### src/rtl/axi_pkg.sv
// Shared AXI3 definitions: burst types, response codes and the WRAP-length legality rule.
package axi_pkg;

  typedef enum logic [1:0] {
    BURST_FIXED = 2'b00,
    BURST_INCR  = 2'b01,
    BURST_WRAP  = 2'b10
  } burst_t;

  localparam logic [1:0] RESP_OKAY   = 2'b00;
  localparam logic [1:0] RESP_EXOKAY = 2'b01;
  localparam logic [1:0] RESP_SLVERR = 2'b10;
  localparam logic [1:0] RESP_DECERR = 2'b11;

  // WRAP bursts are only legal for 2, 4, 8 or 16 beats.
  function automatic logic wrap_illegal(input logic [1:0] burst, input logic [3:0] len);
    return (burst == BURST_WRAP) &&
           !((len == 4'd1) || (len == 4'd3) || (len == 4'd7) || (len == 4'd15));
  endfunction

endpackage

### src/rtl/axi_sram_bridge_if.sv
// AXI3 slave-side bus bundle for the SRAM bridge (AR, R, AW, W, B channels).
interface axi_sram_bridge_if;

  logic [3:0]  arid;
  logic [31:0] araddr;
  logic [3:0]  arlen;
  logic [2:0]  arsize;
  logic [1:0]  arburst;
  logic [1:0]  arlock;
  logic [3:0]  arcache;
  logic [2:0]  arprot;
  logic        arvalid;
  logic        arready;

  logic [3:0]  rid;
  logic [31:0] rdata;
  logic [1:0]  rresp;
  logic        rlast;
  logic        rvalid;
  logic        rready;

  logic [3:0]  awid;
  logic [31:0] awaddr;
  logic [3:0]  awlen;
  logic [2:0]  awsize;
  logic [1:0]  awburst;
  logic [1:0]  awlock;
  logic [3:0]  awcache;
  logic [2:0]  awprot;
  logic        awvalid;
  logic        awready;

  logic [3:0]  wid;
  logic [31:0] wdata;
  logic [3:0]  wstrb;
  logic        wlast;
  logic        wvalid;
  logic        wready;

  logic [3:0]  bid;
  logic [1:0]  bresp;
  logic        bvalid;
  logic        bready;

  modport master (
    output arid, araddr, arlen, arsize, arburst, arlock, arcache, arprot, arvalid,
    input  arready,
    input  rid, rdata, rresp, rlast, rvalid,
    output rready,
    output awid, awaddr, awlen, awsize, awburst, awlock, awcache, awprot, awvalid,
    input  awready,
    output wid, wdata, wstrb, wlast, wvalid,
    input  wready,
    input  bid, bresp, bvalid,
    output bready
  );

  modport slave (
    input  arid, araddr, arlen, arsize, arburst, arlock, arcache, arprot, arvalid,
    output arready,
    output rid, rdata, rresp, rlast, rvalid,
    input  rready,
    input  awid, awaddr, awlen, awsize, awburst, awlock, awcache, awprot, awvalid,
    output awready,
    input  wid, wdata, wstrb, wlast, wvalid,
    output wready,
    output bid, bresp, bvalid,
    input  bready
  );

endinterface

### src/rtl/axi_burst_addr_gen.sv
// Next-beat byte address for FIXED / INCR / WRAP bursts of 32-bit beats.
module axi_burst_addr_gen
  import axi_pkg::*;
(
  input  logic [31:0] addr,
  input  logic [3:0]  len,
  input  logic [1:0]  burst,
  output logic [31:0] next_addr
);

  logic [31:0] incr_addr;
  logic [31:0] wrap_mask;

  always_comb begin
    incr_addr = addr + 32'd4;
    // Legal wrap lengths make (len+1)*4-1 equal to {len, 2'b11}.
    wrap_mask = {26'd0, len, 2'b11};
    if (burst == BURST_FIXED)
      next_addr = addr;
    else if (burst == BURST_WRAP && !wrap_illegal(burst, len))
      next_addr = (addr & ~wrap_mask) | (incr_addr & wrap_mask);
    else
      next_addr = incr_addr;
  end

endmodule

### src/rtl/axi_sram_bridge.sv
// AXI3 slave to single-port synchronous SRAM bridge; one burst in flight, 2-deep read buffer.
module axi_sram_bridge
  import axi_pkg::*;
#(
  parameter int unsigned SRAM_AW = 16
) (
  input  logic               aclk,
  input  logic               aresetn,
  axi_sram_bridge_if.slave   axi,
  output logic               sram_en,
  output logic [3:0]         sram_we,
  output logic [SRAM_AW-1:0] sram_addr,
  output logic [31:0]        sram_wdata,
  input  logic [31:0]        sram_rdata
);

  localparam logic [1:0] IDLE  = 2'd0;
  localparam logic [1:0] RD    = 2'd1;
  localparam logic [1:0] WR    = 2'd2;
  localparam logic [1:0] WRESP = 2'd3;

  logic [1:0]  state;
  logic        live, rr_wr, err_q;
  logic [3:0]  id_q, len_q, beat_q;
  logic [1:0]  burst_q;
  logic [31:0] addr_q;
  logic [4:0]  issued_q;
  logic        inflight_q, inflight_last_q;
  logic [31:0] buf_data [2];
  logic [1:0]  buf_last;
  logic [1:0]  buf_cnt;
  logic        wptr, rptr;

  logic        idle, ar_go, aw_go, w_go, pop, rd_more, rd_issue, issue_last, w_err;
  logic [1:0]  occ;
  logic [31:0] gen_addr, next_addr;
  logic [3:0]  gen_len;
  logic [1:0]  gen_burst;
  logic        unused_attrs;

  assign unused_attrs = ^{axi.arsize, axi.arlock, axi.arcache, axi.arprot,
                          axi.awsize, axi.awlock, axi.awcache, axi.awprot};

  assign idle        = live && (state == IDLE);
  assign axi.arready = idle && !(axi.awvalid && rr_wr);
  assign axi.awready = idle && !(axi.arvalid && !rr_wr);
  assign ar_go       = axi.arvalid && axi.arready;
  assign aw_go       = axi.awvalid && axi.awready;
  assign axi.wready  = (state == WR);
  assign w_go        = axi.wvalid && axi.wready;

  assign axi.rvalid  = (buf_cnt != 2'd0);
  assign axi.rdata   = buf_data[rptr];
  assign axi.rlast   = axi.rvalid && buf_last[rptr];
  assign axi.rid     = id_q;
  assign axi.rresp   = err_q ? RESP_SLVERR : RESP_OKAY;
  assign axi.bvalid  = (state == WRESP);
  assign axi.bid     = id_q;
  assign axi.bresp   = err_q ? RESP_SLVERR : RESP_OKAY;
  assign pop         = axi.rvalid && axi.rready;

  // Occupancy counts the beat leaving this cycle so a steady rready streams without bubbles.
  assign occ        = buf_cnt + {1'b0, inflight_q} - {1'b0, pop};
  assign rd_more    = (state == RD) && (issued_q <= {1'b0, len_q}) && (occ < 2'd2);
  assign rd_issue   = ar_go || rd_more;

  // The first read beat issues in the AR handshake cycle, straight from araddr.
  assign gen_addr   = (state == IDLE) ? axi.araddr  : addr_q;
  assign gen_len    = (state == IDLE) ? axi.arlen   : len_q;
  assign gen_burst  = (state == IDLE) ? axi.arburst : burst_q;
  assign issue_last = (issued_q[3:0] == gen_len);
  assign w_err      = (axi.wid != id_q) || (axi.wlast != (beat_q == len_q));

  assign sram_en    = rd_issue || w_go;
  assign sram_we    = w_go ? axi.wstrb : '0;
  assign sram_addr  = gen_addr[SRAM_AW+1:2];
  assign sram_wdata = axi.wdata;

  axi_burst_addr_gen u_addr_gen (
    .addr      (gen_addr),
    .len       (gen_len),
    .burst     (gen_burst),
    .next_addr (next_addr)
  );

  always_ff @(posedge aclk) begin
    if (!aresetn) begin
      state           <= IDLE;
      live            <= 1'b0;
      rr_wr           <= 1'b0;
      err_q           <= 1'b0;
      id_q            <= '0;
      len_q           <= '0;
      beat_q          <= '0;
      burst_q         <= '0;
      addr_q          <= '0;
      issued_q        <= '0;
      inflight_q      <= 1'b0;
      inflight_last_q <= 1'b0;
      buf_last        <= '0;
      buf_cnt         <= '0;
      wptr            <= 1'b0;
      rptr            <= 1'b0;
    end else begin
      live            <= 1'b1;
      inflight_q      <= rd_issue;
      inflight_last_q <= rd_issue && issue_last;
      if (inflight_q) begin
        buf_data[wptr] <= sram_rdata;
        buf_last[wptr] <= inflight_last_q;
        wptr           <= ~wptr;
      end
      if (pop)
        rptr <= ~rptr;
      buf_cnt <= buf_cnt + {1'b0, inflight_q} - {1'b0, pop};
      if (idle && axi.arvalid && axi.awvalid)
        rr_wr <= ~rr_wr;

      case (state)
        IDLE: begin
          if (ar_go) begin
            state    <= RD;
            id_q     <= axi.arid;
            len_q    <= axi.arlen;
            burst_q  <= axi.arburst;
            addr_q   <= next_addr;
            issued_q <= 5'd1;
            err_q    <= wrap_illegal(axi.arburst, axi.arlen);
          end else if (aw_go) begin
            state   <= WR;
            id_q    <= axi.awid;
            len_q   <= axi.awlen;
            burst_q <= axi.awburst;
            addr_q  <= axi.awaddr;
            beat_q  <= '0;
            err_q   <= wrap_illegal(axi.awburst, axi.awlen);
          end
        end
        RD: begin
          if (rd_more) begin
            addr_q   <= next_addr;
            issued_q <= issued_q + 5'd1;
          end
          if (pop && axi.rlast) begin
            state    <= IDLE;
            issued_q <= '0;
          end
        end
        WR: begin
          if (w_go) begin
            addr_q <= next_addr;
            beat_q <= beat_q + 4'd1;
            if (w_err)
              err_q <= 1'b1;
            if (beat_q == len_q)
              state <= WRESP;
          end
        end
        default: begin
          if (axi.bready)
            state <= IDLE;
        end
      endcase
    end
  end

endmodule

### src/flat_wrapper.sv
// flat-port wrapper written by rule: the top's interface ports become plain ports
module axi_sram_bridge_flat import axi_pkg::*;
#(
  parameter int unsigned SRAM_AW = 16
)
  (aclk, aresetn, sram_en, sram_we, sram_addr, sram_wdata, sram_rdata, axi_arid, axi_araddr, axi_arlen, axi_arsize, axi_arburst, axi_arlock, axi_arcache, axi_arprot, axi_arvalid, axi_arready, axi_rid, axi_rdata, axi_rresp, axi_rlast, axi_rvalid, axi_rready, axi_awid, axi_awaddr, axi_awlen, axi_awsize, axi_awburst, axi_awlock, axi_awcache, axi_awprot, axi_awvalid, axi_awready, axi_wid, axi_wdata, axi_wstrb, axi_wlast, axi_wvalid, axi_wready, axi_bid, axi_bresp, axi_bvalid, axi_bready);
  axi_sram_bridge_if axi_i ();
  input  logic aclk;
  input  logic aresetn;
  output logic sram_en;
  output logic [3:0] sram_we;
  output logic [SRAM_AW-1:0] sram_addr;
  output logic [31:0] sram_wdata;
  input  logic [31:0] sram_rdata;
  input wire logic [$bits(axi_i.arid)-1:0] axi_arid;
  input wire logic [$bits(axi_i.araddr)-1:0] axi_araddr;
  input wire logic [$bits(axi_i.arlen)-1:0] axi_arlen;
  input wire logic [$bits(axi_i.arsize)-1:0] axi_arsize;
  input wire logic [$bits(axi_i.arburst)-1:0] axi_arburst;
  input wire logic [$bits(axi_i.arlock)-1:0] axi_arlock;
  input wire logic [$bits(axi_i.arcache)-1:0] axi_arcache;
  input wire logic [$bits(axi_i.arprot)-1:0] axi_arprot;
  input wire logic [$bits(axi_i.arvalid)-1:0] axi_arvalid;
  output wire logic [$bits(axi_i.arready)-1:0] axi_arready;
  output wire logic [$bits(axi_i.rid)-1:0] axi_rid;
  output wire logic [$bits(axi_i.rdata)-1:0] axi_rdata;
  output wire logic [$bits(axi_i.rresp)-1:0] axi_rresp;
  output wire logic [$bits(axi_i.rlast)-1:0] axi_rlast;
  output wire logic [$bits(axi_i.rvalid)-1:0] axi_rvalid;
  input wire logic [$bits(axi_i.rready)-1:0] axi_rready;
  input wire logic [$bits(axi_i.awid)-1:0] axi_awid;
  input wire logic [$bits(axi_i.awaddr)-1:0] axi_awaddr;
  input wire logic [$bits(axi_i.awlen)-1:0] axi_awlen;
  input wire logic [$bits(axi_i.awsize)-1:0] axi_awsize;
  input wire logic [$bits(axi_i.awburst)-1:0] axi_awburst;
  input wire logic [$bits(axi_i.awlock)-1:0] axi_awlock;
  input wire logic [$bits(axi_i.awcache)-1:0] axi_awcache;
  input wire logic [$bits(axi_i.awprot)-1:0] axi_awprot;
  input wire logic [$bits(axi_i.awvalid)-1:0] axi_awvalid;
  output wire logic [$bits(axi_i.awready)-1:0] axi_awready;
  input wire logic [$bits(axi_i.wid)-1:0] axi_wid;
  input wire logic [$bits(axi_i.wdata)-1:0] axi_wdata;
  input wire logic [$bits(axi_i.wstrb)-1:0] axi_wstrb;
  input wire logic [$bits(axi_i.wlast)-1:0] axi_wlast;
  input wire logic [$bits(axi_i.wvalid)-1:0] axi_wvalid;
  output wire logic [$bits(axi_i.wready)-1:0] axi_wready;
  output wire logic [$bits(axi_i.bid)-1:0] axi_bid;
  output wire logic [$bits(axi_i.bresp)-1:0] axi_bresp;
  output wire logic [$bits(axi_i.bvalid)-1:0] axi_bvalid;
  input wire logic [$bits(axi_i.bready)-1:0] axi_bready;
  assign axi_i.arid = axi_arid;
  assign axi_i.araddr = axi_araddr;
  assign axi_i.arlen = axi_arlen;
  assign axi_i.arsize = axi_arsize;
  assign axi_i.arburst = axi_arburst;
  assign axi_i.arlock = axi_arlock;
  assign axi_i.arcache = axi_arcache;
  assign axi_i.arprot = axi_arprot;
  assign axi_i.arvalid = axi_arvalid;
  assign axi_arready = axi_i.arready;
  assign axi_rid = axi_i.rid;
  assign axi_rdata = axi_i.rdata;
  assign axi_rresp = axi_i.rresp;
  assign axi_rlast = axi_i.rlast;
  assign axi_rvalid = axi_i.rvalid;
  assign axi_i.rready = axi_rready;
  assign axi_i.awid = axi_awid;
  assign axi_i.awaddr = axi_awaddr;
  assign axi_i.awlen = axi_awlen;
  assign axi_i.awsize = axi_awsize;
  assign axi_i.awburst = axi_awburst;
  assign axi_i.awlock = axi_awlock;
  assign axi_i.awcache = axi_awcache;
  assign axi_i.awprot = axi_awprot;
  assign axi_i.awvalid = axi_awvalid;
  assign axi_awready = axi_i.awready;
  assign axi_i.wid = axi_wid;
  assign axi_i.wdata = axi_wdata;
  assign axi_i.wstrb = axi_wstrb;
  assign axi_i.wlast = axi_wlast;
  assign axi_i.wvalid = axi_wvalid;
  assign axi_wready = axi_i.wready;
  assign axi_bid = axi_i.bid;
  assign axi_bresp = axi_i.bresp;
  assign axi_bvalid = axi_i.bvalid;
  assign axi_i.bready = axi_bready;
  axi_sram_bridge #(.SRAM_AW(SRAM_AW)) u_core (.aclk(aclk), .aresetn(aresetn), .axi(axi_i), .sram_en(sram_en), .sram_we(sram_we), .sram_addr(sram_addr), .sram_wdata(sram_wdata), .sram_rdata(sram_rdata));
endmodule
### config.mk
export PLATFORM = sky130hd
export DESIGN_NAME = axi_sram_bridge_flat
export DESIGN_NICKNAME = d
export VERILOG_FILES = /design/src/rtl/axi_pkg.sv /design/src/rtl/axi_sram_bridge_if.sv /design/src/rtl/axi_burst_addr_gen.sv /design/src/rtl/axi_sram_bridge.sv /design/src/flat_wrapper.sv
export SDC_FILE = /design/constraint.sdc
export NUM_CORES = 1
export LEC_CHECK = 0
export ABC_CLOCK_PERIOD_IN_PS = 8600
export BUFFER_PORTS_ARGS = -buffer_cell sky130_fd_sc_hd__buf_2
export CORE_AREA = 5 5 116 118
export DETAILED_ROUTE_END_ITERATION = 10
export DIE_AREA = 0 0 121 123
export GPL_TIMING_DRIVEN = 0
export HOLD_SLACK_MARGIN = 0.08
export PLACE_DENSITY = 0.82
export SYNTH_ARGS = -nofsm -noshare
export SYNTH_HDL_FRONTEND = slang
export SYNTH_SLANG_ARGS = --single-unit
### constraint.sdc
create_clock -name aclk -period 8.6 [get_ports aclk]
set_clock_uncertainty 0.05 [all_clocks]
set_input_delay 1.29 -clock aclk [delete_from_list [all_inputs] [get_ports aclk]]
set_output_delay 1.29 -clock aclk [all_outputs]
set_load 0.02 [all_outputs]
==> results.py <==
metrics = {
    "power_and_ir_drop": {
        "p_sw_share_pct": 37.5,
        "p_per_area_mw_per_mm2": 317,
        "leakage_nw": 3.44,
        "intPower_mw": 1.56,
        "power_frac_comb_pct": 43.1,
        "clock_power_share_pct": 28.5,
        "ir_worst_vdd_mv": 0.178,
        "seq_power_share_pct": 28.4,
        "p_sw_mw": 0.936,
    },
    "placed_design": {
        "gp_congestion": 0.860,
        "port_buffers": 200,
        "hpwl_um": 11500,
    },
    "timing": {
        "final_max_slew_viol_count": 0,
        "rsz0062_at_grt": "no",
        "maxClockFrequency_mhz": 225,
        "relSlewSlack_pct": 49.2,
        "hold_viol": 0,
        "tightest_slew_ns": 0.762,
        "finalCritPeriodShare_pct": 51.6,
        "finalSetupViolations": 0,
        "period_minus_slack_ns": 4.44,
        "fin_setup_tns_ns": 0,
    },
    "grt": {
        "antenna_found_initial": 0,
        "grt_pass1_wl_um": 24100,
        "track_usage_pct": 20.3,
        "grt_overflow": 0,
        "grt_max_degree": 33,
        "first_global_vias": 5100,
    },
    "route": {
        "drc_errors": 0,
        "vias": 5129,
        "drt-initial-drc-count": 312,
        "wl_per_cell_um": 15.6,
        "dr.pass1.iters": 5,
        "avgViaCountPerCell": 5.23,
        "routed_wl_um": 15300,
        "antenna_left": 0,
    },
    "cells_and_area": {
        "synthToLayoutAreaGrowth_pct": 30.7,
        "final_common_cell": "buf_2",
        "drive_gt1_share_pct": 41.6,
        "fin_util_pct": 63.6,
        "diodes": 0,
        "final_nets": 997,
        "final_cell_mix": "buf_2, edfxtp_1, nand2_1",
    },
    "critical_path": {
        "required_ns": 7.26,
        "regToRegEndpoint": "u_core.addr_q[6]$_SDFFE_PN0P_",
        "r2r_start": "u_core.state[0]$_SDFFE_PN0P_",
        "rrSetupSlack_ns": 5.87,
        "worstSetupStartpointType": "primary input",
        "arrival_ns": 3.10,
        "critPathCaptureType": "output port",
        "reg2regPathDepth": 11,
        "worstSetupPathType": "in -> out",
        "crit_path_start": "axi_rready",
        "crit_fanout": 4,
        "endpoint": "sram_en",
    },
    "clock_network": {
        "clk_pin_slew_ns": 0.05,
        "ctsHoldBuffers": 0,
        "insertion_delay_ns": 0.41,
        "h-tree-depth": 4,
        "cts_root_buffer": "clkbuf_16",
        "cts_resized": 0,
        "clkSinkCount": 113,
        "cts_buffers": 17,
        "cts_buffer_depth": 2,
        "cts_tree": "yes",
        "post_cts_buffers": 0,
    },
    "floorplan": {
        "initial_core_util_pct": 48.7,
        "core_mm2": 0.0124,
        "design.die.area_mm2": 0.0149,
        "ios": 291,
        "die_w_um": 121,
        "die_h_um": 123,
        "row_count": 41,
    },
    "yosys": {
        "ys_seq_elements": 113,
        "yosys_warnings": 0,
        "seq_area_frac_synth_pct": 48.2,
        "syn_area_mm2": 0.00602,
        "synth_cell_type_count": 66,
        "synthCells": 573,
        "synth_top_family_by_area": "compound AO/OA/AOI/OAI gates",
        "synth_compound_area_share_pct": 13.1,
        "avgSynthCellArea_um2": 10.5,
        "ys_async_sr_fraction_pct": 0,
        "synthMuxAreaShare_pct": 10.3,
        "synthXorXnorAreaFrac_pct": 4.03,
        "synth_fa_ha_area_share_pct": 2.91,
        "synth_ff_type": "edfxtp_1",
        "synth_edf_count": 64,
        "synthSimpleGateAreaFrac_pct": 12.7,
    },
    "worst_hold_path": {
        "hp-class": "reg -> reg",
    },
    "outcome": {
        "status": "complete, no violations",
    },
    "run": {
        "max_cap_viol_count": 0,
    },
}
-- synth_stat cells (all sizes together), types with 9 or more instances --
library cell / count / area, um2
dfxtp: 49 / 981
clkbuf: 13 / 48.8
nor2: 40 / 150
xor2: 12 / 105
nand2: 61 / 229
mux2: 45 / 507
o21ai: 27 / 135
a31oi: 9 / 56.3
mux2i: 11 / 110
a21oi: 22 / 118
xnor2: 13 / 114
ha: 14 / 175
a311oi: 13 / 114
inv: 26 / 97.6
buf: 53 / 375
edfxtp: 64 / 1920
nand3: 13 / 65.1
-- worst min-delay path by stage --
stage	cells past startpoint	slack (ns)	to	start
after global routing	2	0.43	u_core.buf_last[0]$_SDFFE_PN0P_	u_core.inflight_last_q$_SDFF_PN0_
after CTS	2	0.40	u_core.buf_last[0]$_SDFFE_PN0P_	u_core.inflight_last_q$_SDFF_PN0_
final	2	0.40	u_core.buf_last[0]$_SDFFE_PN0P_	u_core.inflight_last_q$_SDFF_PN0_
after global placement	2	0.39	u_core.buf_last[0]$_SDFFE_PN0P_	u_core.inflight_last_q$_SDFF_PN0_
after floorplan	2	0.38	u_core.buf_last[0]$_SDFFE_PN0P_	u_core.inflight_last_q$_SDFF_PN0_
after detailed placement	2	0.40	u_core.buf_last[0]$_SDFFE_PN0P_	u_core.inflight_last_q$_SDFF_PN0_
-- routing by layer --
| metal | part of all wire [%] | global-route usage, % | wire length [um] |
|---|---|---|---|
| met1 | 41 | 24.8 | 6290 |
| met2 | 49 | 34.6 | 7470 |
| met3 | 8.6 | 5.67 | 1320 |
| met4 | 1.4 | 6.94 | 219 |
| met5 | 0 | 0 | 0 |
-- power by group through the flow --
stage	logic [mW]	clock network, mW	registers (mW)
floorplan	0.774	0	0.707
global placement	1.05	0	0.715
detailed placement	1.07	0	0.716
CTS	1.07	0.719	0.706
global route	1.17	0.752	0.717
finish	1.08	0.710	0.707
-- stage by stage --
stage / worst slack, ns / instances / total power [mW] / hold slack (ns) / area (um2)
floorplan: 4.07 / 574 / 1.48 / 0.382 / 6020
global placement: 2.55 / 946 / 1.77 / 0.394 / 7240
detailed placement: 4.15 / 948 / 1.78 / 0.398 / 7260
CTS: 4.15 / 980 / 2.50 / 0.401 / 7860
global route: 4.05 / 980 / 2.64 / 0.432 / 7860
finish: 4.16 / 980 / 2.49 / 0.404 / 7860
-- cell type report --
| class | count | area (um2) |
|---|---|---|
| Inverter | 26 | 97.6 |
| Buffer | 66 | 424 |
| Clock inverter | 13 | 168 |
| Multi-Input combinational cell | 369 | 2600 |
| Fill cell | 995 | 4500 |
| Clock buffer | 19 | 433 |
| Timing Repair Buffer | 202 | 1020 |
| Tap cell | 172 | 215 |
| Sequential cell | 113 | 2900 |
-- state kept, by name, summed over array words and instances (netlist names), 2 cells and up, named ones only --
name	count
u_core.burst_q	2
u_core.axi.bid	4
u_core.buf_last	2
u_core.state	2
u_core.len_q	4
u_core.beat_q	4
u_core.issued_q	5
u_core.addr_q	16
u_core.buf_cnt	2
u_core.buf_data	64
-- cells by family after synthesis --
group                    count (synthesis)
AND/OR/NAND/NOR                        160
flip-flops                             113
AO/OA/AOI/OAI                          111
buffers and inverters                   92
multiplexers                            56
XOR/XNOR                                26
adder cells (fa/ha/maj)                 14
other                                    1
-- worst max-delay path: stages --
cell and delay, ns:
buf_2 0.09, nand2_1 0.15, inv_1 0.07, ha_1 0.27, inv_1 0.04, ha_1 0.17
xor3_1 0.25, o21ba_2 0.20, a21oi_1 0.31, nand2_1 0.08, buf_2 0.16
Note: power is estimated with default switching activity, not from simulation.
